## src/rtl/alu_seq_pkg.sv

```systemverilog
// rtl/alu_seq_pkg.sv - opcodes, FSM states and opcode helpers shared by alu_seq and its bench
package alu_seq_pkg;

    localparam logic [3:0] OP_ADD   = 4'b0000;
    localparam logic [3:0] OP_SUB   = 4'b0001;
    localparam logic [3:0] OP_SLL   = 4'b0010;
    localparam logic [3:0] OP_SLT   = 4'b0011;
    localparam logic [3:0] OP_SLTU  = 4'b0100;
    localparam logic [3:0] OP_XOR   = 4'b0101;
    localparam logic [3:0] OP_SRL   = 4'b0110;
    localparam logic [3:0] OP_SRA   = 4'b0111;
    localparam logic [3:0] OP_OR    = 4'b1000;
    localparam logic [3:0] OP_AND   = 4'b1001;
    localparam logic [3:0] OP_MUL   = 4'b1010;
    localparam logic [3:0] OP_MULHU = 4'b1011;
    localparam logic [3:0] OP_DIVU  = 4'b1100;
    localparam logic [3:0] OP_REMU  = 4'b1101;
    localparam logic [3:0] OP_PASSB = 4'b1110;
    localparam logic [3:0] OP_RSVD  = 4'b1111;

    typedef enum logic [1:0] {
        IDLE = 2'd0,
        CALC = 2'd1,
        DONE = 2'd2
    } state_t;

    function automatic logic is_muldiv(input logic [3:0] op);
        return (op >= OP_MUL) && (op <= OP_REMU);
    endfunction

endpackage

```

## src/rtl/alu_seq_if.sv

```systemverilog
// rtl/alu_seq_if.sv - operand/result handshake bundle between issue stage, alu_seq and writeback
interface alu_seq_if #(
    parameter int n = 32
);
    logic         InValid;
    logic         InReady;
    logic [n-1:0] A;
    logic [n-1:0] B;
    logic [3:0]   ALUSel;
    logic         OutValid;
    logic         OutReady;
    logic [n-1:0] ALUResult;
    logic         Zero;
    logic         Illegal;

    modport master (
        output InValid, A, B, ALUSel, OutReady,
        input  InReady, OutValid, ALUResult, Zero, Illegal
    );

    modport slave (
        input  InValid, A, B, ALUSel, OutReady,
        output InReady, OutValid, ALUResult, Zero, Illegal
    );
endinterface

```

## src/rtl/alu_muldiv_iter.sv

```systemverilog
// rtl/alu_muldiv_iter.sv - shared n-step shift-add multiplier / restoring divider (op: 0 MUL, 1 MULHU, 2 DIVU, 3 REMU)
module alu_muldiv_iter #(
    parameter int n = 32
) (
    input  logic         clk,
    input  logic         rst,
    input  logic         start,
    input  logic [1:0]   op,
    input  logic [n-1:0] A,
    input  logic [n-1:0] B,
    output logic         done,
    output logic [n-1:0] result
);
    localparam int CW = $clog2(n);

    logic [CW-1:0] r_cnt;
    logic          r_busy;
    logic [1:0]    r_op;
    logic [n-1:0]  r_hi;
    logic [n-1:0]  r_lo;
    logic [n-1:0]  r_b;

    logic [n:0]    w_sum;
    logic [n:0]    w_rs;
    logic [n-1:0]  w_sub;
    logic          w_ge;
    logic [n-1:0]  w_hi_next;
    logic [n-1:0]  w_lo_next;

    // {r_hi,r_lo} is product (mul) or {remainder,quotient} (div); r_b is multiplicand or divisor
    assign w_sum = {1'b0, r_hi} + (r_lo[0] ? {1'b0, r_b} : '0);
    assign w_rs  = {r_hi, r_lo[n-1]};
    assign w_ge  = (w_rs >= {1'b0, r_b});
    assign w_sub = w_rs[n-1:0] - r_b;

    always_comb begin
        w_hi_next = '0;
        w_lo_next = '0;
        if (r_op[1]) begin
            w_hi_next = w_ge ? w_sub : w_rs[n-1:0];
            w_lo_next = {r_lo[n-2:0], w_ge};
        end else begin
            w_hi_next = w_sum[n:1];
            w_lo_next = {w_sum[0], r_lo[n-1:1]};
        end
    end

    assign done   = r_busy && (r_cnt == CW'(n - 1));
    assign result = r_op[0] ? w_hi_next : w_lo_next;

    always_ff @(posedge clk) begin
        if (rst) begin
            r_busy <= 1'b0;
            r_cnt  <= '0;
            r_op   <= '0;
            r_hi   <= '0;
            r_lo   <= '0;
            r_b    <= '0;
        end else if (start) begin
            r_busy <= 1'b1;
            r_cnt  <= '0;
            r_op   <= op;
            r_hi   <= '0;
            r_lo   <= op[1] ? A : B;
            r_b    <= op[1] ? B : A;
        end else if (r_busy) begin
            r_hi  <= w_hi_next;
            r_lo  <= w_lo_next;
            r_cnt <= r_cnt + CW'(1);
            if (done) begin
                r_busy <= 1'b0;
            end
        end
    end

endmodule

```

## src/rtl/alu_seq.sv

```systemverilog
// rtl/alu_seq.sv - handshaked RV32I ALU with registered result; ALU_SEQ_MULDIV_EN adds the iterative mul/div unit
module alu_seq
    import alu_seq_pkg::*;
#(
    parameter int n = 32
) (
    input  logic     clk,
    input  logic     rst,
    alu_seq_if.slave bus
);
    localparam int SW = $clog2(n);

    state_t        r_state;
    state_t        w_next;
    logic          w_accept;
    logic [n-1:0]  r_result;
    logic          r_zero;
    logic          r_illegal;
    logic [n-1:0]  w_simple;
    logic          w_simple_ill;
    logic [SW-1:0] w_shamt;
    logic          w_is_md;
    logic          w_md_done;
    logic [n-1:0]  w_md_result;

`ifdef ALU_SEQ_MULDIV_EN
    assign w_is_md = is_muldiv(bus.ALUSel);

    alu_muldiv_iter #(.n(n)) u_muldiv (
        .clk    (clk),
        .rst    (rst),
        .start  (w_accept && w_is_md),
        .op     (2'(bus.ALUSel - OP_MUL)),
        .A      (bus.A),
        .B      (bus.B),
        .done   (w_md_done),
        .result (w_md_result)
    );
`else
    assign w_is_md     = 1'b0;
    assign w_md_done   = 1'b0;
    assign w_md_result = '0;
`endif

    assign w_shamt = bus.B[SW-1:0];

    always_comb begin
        w_simple     = '0;
        w_simple_ill = 1'b0;
        case (bus.ALUSel)
            OP_ADD:   w_simple = bus.A + bus.B;
            OP_SUB:   w_simple = bus.A - bus.B;
            OP_SLL:   w_simple = bus.A << w_shamt;
            OP_SLT:   w_simple = {{(n-1){1'b0}}, ($signed(bus.A) < $signed(bus.B))};
            OP_SLTU:  w_simple = {{(n-1){1'b0}}, (bus.A < bus.B)};
            OP_XOR:   w_simple = bus.A ^ bus.B;
            OP_SRL:   w_simple = bus.A >> w_shamt;
            OP_SRA:   w_simple = $unsigned($signed(bus.A) >>> w_shamt);
            OP_OR:    w_simple = bus.A | bus.B;
            OP_AND:   w_simple = bus.A & bus.B;
            OP_PASSB: w_simple = bus.B;
            OP_RSVD: begin
                w_simple     = bus.A;
                w_simple_ill = 1'b1;
            end
            // mul/div opcodes reach here only when the iterative unit is absent
            default:  w_simple_ill = 1'b1;
        endcase
    end

    always_comb begin
        w_next   = r_state;
        w_accept = 1'b0;
        case (r_state)
            IDLE: begin
                if (bus.InValid) begin
                    w_accept = 1'b1;
                    w_next   = w_is_md ? CALC : DONE;
                end
            end
            CALC: begin
                if (w_md_done) begin
                    w_next = DONE;
                end
            end
            DONE: begin
                if (bus.OutReady) begin
                    w_next = IDLE;
                end
            end
            default: w_next = IDLE;
        endcase
    end

    always_ff @(posedge clk) begin
        if (rst) begin
            r_state <= IDLE;
        end else begin
            r_state <= w_next;
        end
    end

    always_ff @(posedge clk) begin
        if (rst) begin
            r_result  <= '0;
            r_zero    <= 1'b1;
            r_illegal <= 1'b0;
        end else if (w_accept && !w_is_md) begin
            r_result  <= w_simple;
            r_zero    <= (w_simple == '0);
            r_illegal <= w_simple_ill;
        end else if ((r_state == CALC) && w_md_done) begin
            r_result  <= w_md_result;
            r_zero    <= (w_md_result == '0);
            r_illegal <= 1'b0;
        end
    end

    assign bus.InReady   = (r_state == IDLE);
    assign bus.OutValid  = (r_state == DONE);
    assign bus.ALUResult = r_result;
    assign bus.Zero      = r_zero;
    assign bus.Illegal   = r_illegal;

endmodule

```

## src/flat_wrapper.sv

```systemverilog
// flat-port wrapper written by rule: the top's interface ports become plain ports
module alu_seq_flat import alu_seq_pkg::*;
#(
    parameter int n = 32
)
  (clk, rst, bus_InValid, bus_A, bus_B, bus_ALUSel, bus_OutReady, bus_InReady, bus_OutValid, bus_ALUResult, bus_Zero, bus_Illegal);
  alu_seq_if #(.n(n)) bus_i ();
  input  logic clk;
  input  logic rst;
  input wire logic [$bits(bus_i.InValid)-1:0] bus_InValid;
  input wire logic [$bits(bus_i.A)-1:0] bus_A;
  input wire logic [$bits(bus_i.B)-1:0] bus_B;
  input wire logic [$bits(bus_i.ALUSel)-1:0] bus_ALUSel;
  input wire logic [$bits(bus_i.OutReady)-1:0] bus_OutReady;
  output wire logic [$bits(bus_i.InReady)-1:0] bus_InReady;
  output wire logic [$bits(bus_i.OutValid)-1:0] bus_OutValid;
  output wire logic [$bits(bus_i.ALUResult)-1:0] bus_ALUResult;
  output wire logic [$bits(bus_i.Zero)-1:0] bus_Zero;
  output wire logic [$bits(bus_i.Illegal)-1:0] bus_Illegal;
  assign bus_i.InValid = bus_InValid;
  assign bus_i.A = bus_A;
  assign bus_i.B = bus_B;
  assign bus_i.ALUSel = bus_ALUSel;
  assign bus_i.OutReady = bus_OutReady;
  assign bus_InReady = bus_i.InReady;
  assign bus_OutValid = bus_i.OutValid;
  assign bus_ALUResult = bus_i.ALUResult;
  assign bus_Zero = bus_i.Zero;
  assign bus_Illegal = bus_i.Illegal;
  alu_seq #(.n(n)) u_core (.clk(clk), .rst(rst), .bus(bus_i));
endmodule
```

## config.mk

```make
export PLATFORM = sky130hd
export DESIGN_NAME = alu_seq_flat
export DESIGN_NICKNAME = d
export VERILOG_FILES = /design/src/rtl/alu_seq_pkg.sv /design/src/rtl/alu_seq_if.sv /design/src/rtl/alu_muldiv_iter.sv /design/src/rtl/alu_seq.sv /design/src/flat_wrapper.sv
export SDC_FILE = /design/constraint.sdc
export NUM_CORES = 1
export LEC_CHECK = 0
export CAP_MARGIN = 20
export CORE_UTILIZATION = 50
export CTS_CLUSTER_SIZE = 20
export DETAILED_ROUTE_END_ITERATION = 6
export PLACE_DENSITY = 0.82
export SYNTH_ARGS = -nofsm -noshare
export SYNTH_HDL_FRONTEND = slang
export SYNTH_SLANG_ARGS = --single-unit
```

## constraint.sdc

```tcl
create_clock -name clk -period 5.7 [get_ports clk]
set_input_delay 1.14 -clock clk [delete_from_list [all_inputs] [get_ports clk]]
set_output_delay 1.14 -clock clk [all_outputs]
set_load 0.005 [all_outputs]
```

== Word level (Yosys, flattened, before mapping) ==
Index checks and enable logic that the tools add are counted.

* Flip-flop bits (word level): 36
* Input port bits: 72
* Output and inout bits: 36

* Add/sub/neg operators: 2
* $lt $le $gt $ge: 2
* Equal/unequal tests: 15
* Shifts and indexed selects: 3
* Multiplexer cells: 7
* Bitwise gates (word level): 4
* Reduce and logical (&&, ||, !) cells: 5

{| class="wikitable"
|+ Operators by type and width
! cell !! number
|-
| 32-bit case mux with 12 select lines || 1
|-
| 32-bit < comparator || 2
|-
| 32-bit adder || 1
|-
| 32-bit bitwise AND || 1
|-
| 32-bit zero test || 1
|-
| 32-bit bitwise OR || 1
|-
| 32-bit by 5-bit left shift with 32-bit output || 1
|-
| 32-bit by 5-bit right shift with 32-bit output || 1
|-
| 32-bit by 5-bit >>> shifter with 32-bit output || 1
|-
| 32-bit subtractor || 1
|-
| 32-bit XOR || 1
|-
| 4-bit by 3-bit equality test with 1-bit output (second input constant) || 4
|-
| 4-bit equality test (second input constant) || 4
|-
| 11-bit OR reduction || 1
|-
| 4-bit by 2-bit equality test with 1-bit output (second input constant) || 2
|-
| 2-bit case mux with 3 select lines || 1
|-
| 4-bit by 1-bit equality test with 1-bit output (second input constant) || 1
|-
| 4-bit zero test || 1
|-
| 2-bit 2-to-1 mux || 2
|-
| 2-bit != test (second input constant) || 2
|-
| 1-bit 2-to-1 mux || 3
|-
| 3-bit AND reduction || 1
|-
| 2-bit by 1-bit equality test with 1-bit output (second input constant) || 1
|-
| 2-bit equality test (second input constant) || 1
|-
| other kinds (2) || 2
|}

== Depth between registers and ports, before layout ==
* Word-level depth: 3
* Mapped depth: 18
* Gate-level depth less buffers: 14

== Least setup slack after synthesis ==
Ideal clock, no wire load.

* Path kind: input to register
* Start: in bus_B[2]
* End: reg u_core.r_zero, in the netlist u_core.bus.Zero
* Setup time: 0.084 ns
* Arrival: 5.217 ns
* Required time: 5.616 ns
* Path slack: 0.399 ns
* Stages: 17
* Buffers on the path: 4
* Cell sequence: inv_1 -> buf_1 -> clkbuf_1 -> buf_1 -> ha_1 -> clkbuf_1 -> a21oi_1 -> a211oi_1 -> o2111ai_1 -> o211ai_1 -> o41a_1 -> a221o_1 -> a21oi_1 -> nor4bb_1 -> nand4_1 -> or4b_1 -> o31ai_2

* Word-level cells in the longest chain between the ends: 3

{| class="wikitable"
|+ RTL lines
! what !! line !! text
|-
| from (decl) || flat_wrapper.sv:12 || <nowiki>input wire logic [$bits(bus_i.B)-1:0] bus_B;</nowiki>
|-
| 32-bit subtractor (tied with other cells) || alu_seq.sv:52 || <nowiki>OP_SUB: w_simple = bus.A - bus.B;</nowiki>
|-
| 32-bit case mux with 12 select lines * || alu_seq.sv:50 || <nowiki>case (bus.ALUSel)</nowiki>
|-
| 32-bit zero test * || alu_seq.sv:110 || <nowiki>r_zero <= (w_simple == '0);</nowiki>
|-
| to (signal assigned) || alu_seq.sv:110 ||
|-
| to (signal assigned) || alu_seq.sv:114 || <nowiki>r_zero <= (w_md_result == '0);</nowiki>
|-
| to (decl) || alu_seq.sv:17 || <nowiki>logic r_zero;</nowiki>
|}

Mark *: on every way between the ends. The rest lies on a longest branch, timed or not.
A chain may end at the register's enable or synchronous reset.

== Worst setup path in the final report ==
* Start: in bus_A[20]
* End: reg u_core.r_zero, in the netlist u_core.bus.Zero

* Word-level cells in the longest chain between the ends: 3

{| class="wikitable"
|+ RTL lines
! what !! line !! text
|-
| from (decl) || flat_wrapper.sv:11 || <nowiki>input wire logic [$bits(bus_i.A)-1:0] bus_A;</nowiki>
|-
| 32-bit subtractor (tied with other cells) || alu_seq.sv:52 ||
|-
| 32-bit case mux with 12 select lines * || alu_seq.sv:50 ||
|-
| 32-bit zero test * || alu_seq.sv:110 ||
|}

Marked as above.

==> impl_results.md <==
- Status: complete, no violations
- CP most frequent cell: nand4_1
- Cts hold-fix bufs: 0
- Vias in the first global route: 13900
- Total number of vias: 15400
- Final wirelength: 63.0 mm
- CP Buf/Inv Count: 2
- Peak supply drop: between 0.00015 and 0.0002 V
- Critical-path top delay cell: clkdlybuf4s50_1
- Antenna Nets Post-Route: 0
- RSZ-0062 raised after global routing: no
- Largest net degree at the start of global routing: 77
- CTS buffer count: 5
- CP delay by family, top: simple AND/OR/NAND/NOR gates
- Crit path DAT: between 5 and 6 ns
- Leak Pwr: between 5 and 6 nW
- GRT Total Usage: 0.501
- Final setup violation count: 0
- Detail Placement HPWL: 49.7 mm
- CP cell instances: clkdlybuf4s50_1 > buf_4 > mux4_2 > mux2_2 > o21ai_0 > a2bb2oi_1 > nand4b_1 > nor4bb_1 > nand4_1 > nor4_2 > nand4_1 > or4b_1 > o31ai_2
- CP Class: in -> reg
- Post-route DRC: 0
- Wirelength per Cell: around 30 um
- Post-synth EDFFs: 0
- Min Clock Period, post-route: approximately 5.5 ns
- Initial core utilization: 0.510
- Fin crit share: 0.971
- Fmax: approximately 180 MHz
- P per Cell Area: about 140 nW/um^2
- Clock Path Buffers: 2
- Average vias per placed instance: 7.31
- Netlist Area Pre-Place: ~12000 um^2
- H-tree depth: 2
- Worst-Skew Late Latency: around 0.28 ns
- Die W: roughly 160 um
- R2r setup slk: between 2 and 2.5 ns
- Die area: approximately 25000 um^2
- Fin Clk Skew: around 0.003 ns
- CTS root buf: clkbuf_16
- Area of the multi-input gates: roughly 10000 um^2
- Placed Cells: 2099
- Starting DRC count in detailed routing: 2375
- CTS tree: built
- Syn nets: between 1500 and 2000
- Die Height: about 160 um
- Initial antenna violation count: 3
- Worst Path Required: about 6 ns
- Worst hold slack: about 0.48 ns
- Crit-path max cell delay: around 0.64 ns
- Post-CTS Setup Bufs: 0
- Filler instances: about 2300
- Mean Syn Cell Area: slightly above 7 um^2
- Placer Congestion: 1.12
- Sequential share of the synthesized area: 0.0585
- # rows: between 50 and 60
- Least-Margin Pin Slew: 1.10 ns
- Async S/R FF share, synth: 0
- Clock Pin Slew Worst Setup and Hold Paths: roughly 0.05 ns
- Worst Setup Start Kind: input port
- Mapped Cells: about 1700
- Netlist cell types: between 80 and 90
- Synth Flop Type: dfxtp_1
- Core ar.: roughly 23000 um^2
- Final Hold Fails: 0
- First-pass GRT wire length: 90.3 mm
- P&R area growth vs syn: 18.0%
- # nets final: ~2000
- Layout cell share with drive strength beyond 1: 0.138
- Max Cap Viol: 0
- Synth warn: 0
- Final std cells w/o fill: between 2000 and 2500
- Seq. cell area: ~700 um^2
- Gr ovfl total: 0
- Hold Path Class: reg -> reg
- Buffers on Ports: between 100 and 150
- # IOs: 108
- Worst-path maximum fanout: 8
- Clock sinks: 35
- Critical Path End Type: flop
- Final Slew Violations: 0
- Synth Register Bits: 35
- Slew HR: 0.258
- Pre-antenna DRT Iters: 7
-- routing by layer --
metal / global-route usage / vias up / wire (um)
li1: - / 6619 / -
met1: 0.644 / 7261 / 23300
met2: 0.756 / 1268 / 26600
met3: 0.128 / 267 / 8820
met4: 0.288 / 2 / 4290
met5: 0 / - / 13
-- layout make-up --
cell class / instances / area share
clock inverters: 1 / 0.000354
diodes: 1 / 0.000177
repair buffers: 246 / 0.157
well taps: 319 / 0.0282
inverters: 102 / 0.0271
clock buffers: 6 / 0.00983
multi-input cells: 1398 / 0.728
flip-flops and latches: 35 / 0.0496
-- worst register-to-register path, delay by kind of cell (launching register included) --
kind / cells / cell delay (ns)
flops: 1 / 0.37
simple gates: 7 / 2.35
compound gates: 3 / 0.63
-- flip-flops by register name (all words and copies together), names as in the netlist --
signal and cells:
u_core.bus.Zero 1, u_core.bus.ALUResult 32, u_core.bus.Illegal 1, u_core.r_state 1
-- cells in the final DEF, fill, tap and decap left out, types with 11 or more instances in the layout --
master,n
a211oi_1,46
mux2_2,23
a221o_1,11
o221ai_1,16
o21ai_0,89
inv_1,101
o211ai_1,31
clkdlybuf4s50_1,102
dfxtp_1,35
ha_1,102
a22oi_1,32
o22ai_1,20
nor4_1,23
nand4_1,21
nor3_1,44
or3_1,15
nand2_1,130
mux2i_1,57
mux4_2,47
buf_4,132
xnor2_1,17
a21oi_1,120
nor2b_1,21
nand3_1,59
a31oi_1,16
nor2_1,181
nand2b_1,14
a221oi_1,18
o31ai_1,14
and2_1,14
-- logic make-up (layout without fill, tap and decap cells) --
group,Yosys count,in the layout,synth area share
compound gates,549,549,0.318
simple gates,594,594,0.245
buf+inv,264,355,0.0886
flops,35,35,0.0585
fa+ha+maj,104,104,0.110
xor+xnor,21,21,0.0154
mux,130,130,0.164
other cells,0,1,0
-- synthesized netlist by cell type (7+ instances only) --
cell type    n  area (um^2)
or3_1       15         93.8
and3_1       9         56.3
nor2b_1     22          138
o221ai_1    16          140
buf_1       17         63.8
a22oi_1     32          240
o21ai_0     89          445
o2111ai_1    9         78.8
a221oi_1    19          166
nor3_1      46          230
nand4_1     21          131
a21oi_1    120          601
or2_2        7         43.8
mux2_2      23          259
o211a_1      9         90.1
nand2_1    130          488
nor3b_1      7         52.6
o21bai_1    10         75.1
o22ai_1     20          125
mux2i_1     57          571
a221o_1     11          110
xnor2_1     17          149
mux4_2      47         1060
ha_1       102         1280
nor4_1      25          156
a211o_1     10         87.6
a211oi_1    46          345
a21o_1      10         75.1
o21a_1       8         60.1
and2_1      14         87.6
a31oi_1     16          100
o31ai_1     14          105
clkbuf_1   112          420
inv_1      101          379
nand2b_1    14         87.6
buf_2       27          135
or4_1        7         52.6
o32ai_1      7         61.3
a2111oi_0   12          105
dfxtp_1     35          701
nor4bb_1     8         80.1
a32oi_1      7         61.3
o211ai_1    31          233
nor2_1     181          679
nand3_1     59          295
-- power by group --
group	internal, mW	leakage, nW	total, mW	switching, mW
logic	0.541	5.37	1.42	0.876
registers	0.267	0.289	0.279	0.0120
clock network	0.170	0.0727	0.271	0.101
-- path summary, 6_finish.rpt --
path,start,endpoint,cells after the start
worst max-delay path,bus_A[20],u_core.bus.Zero$_SDFFE_PP1P_,13
worst min-delay path,u_core.bus.ALUResult[27]$_SDFFE_PP0P_,u_core.bus.ALUResult[27]$_SDFFE_PP0P_,2
worst max register to register,u_core.r_state[1]$_SDFFE_PP0P_,u_core.bus.Zero$_SDFFE_PP1P_,10
worst min register to register,u_core.bus.ALUResult[27]$_SDFFE_PP0P_,u_core.bus.ALUResult[27]$_SDFFE_PP0P_,2
-- metrics by stage --
step	area [um^2]	total power [mW]	TNS, ns	worst slack [ns]	util
2_1_floorplan	12000	1.07	0	0.399	-
3_3_place_gp	13900	1.61	-0.457	-0.457	0.593
3_5_place_dp	13900	1.62	-0.450	-0.450	0.593
4_1_cts	14100	1.89	0	0.0253	0.599
5_1_grt	14100	2.03	0	0.0146	0.602
6_report	14100	1.97	0	0.166	0.602
-- what timing repair did --
item,CTS,global route
pin swaps,0,1
setup endpoints to repair,1,1
gates resized for setup,1,6
No activity file was read; power rests on OpenSTA's default activity.
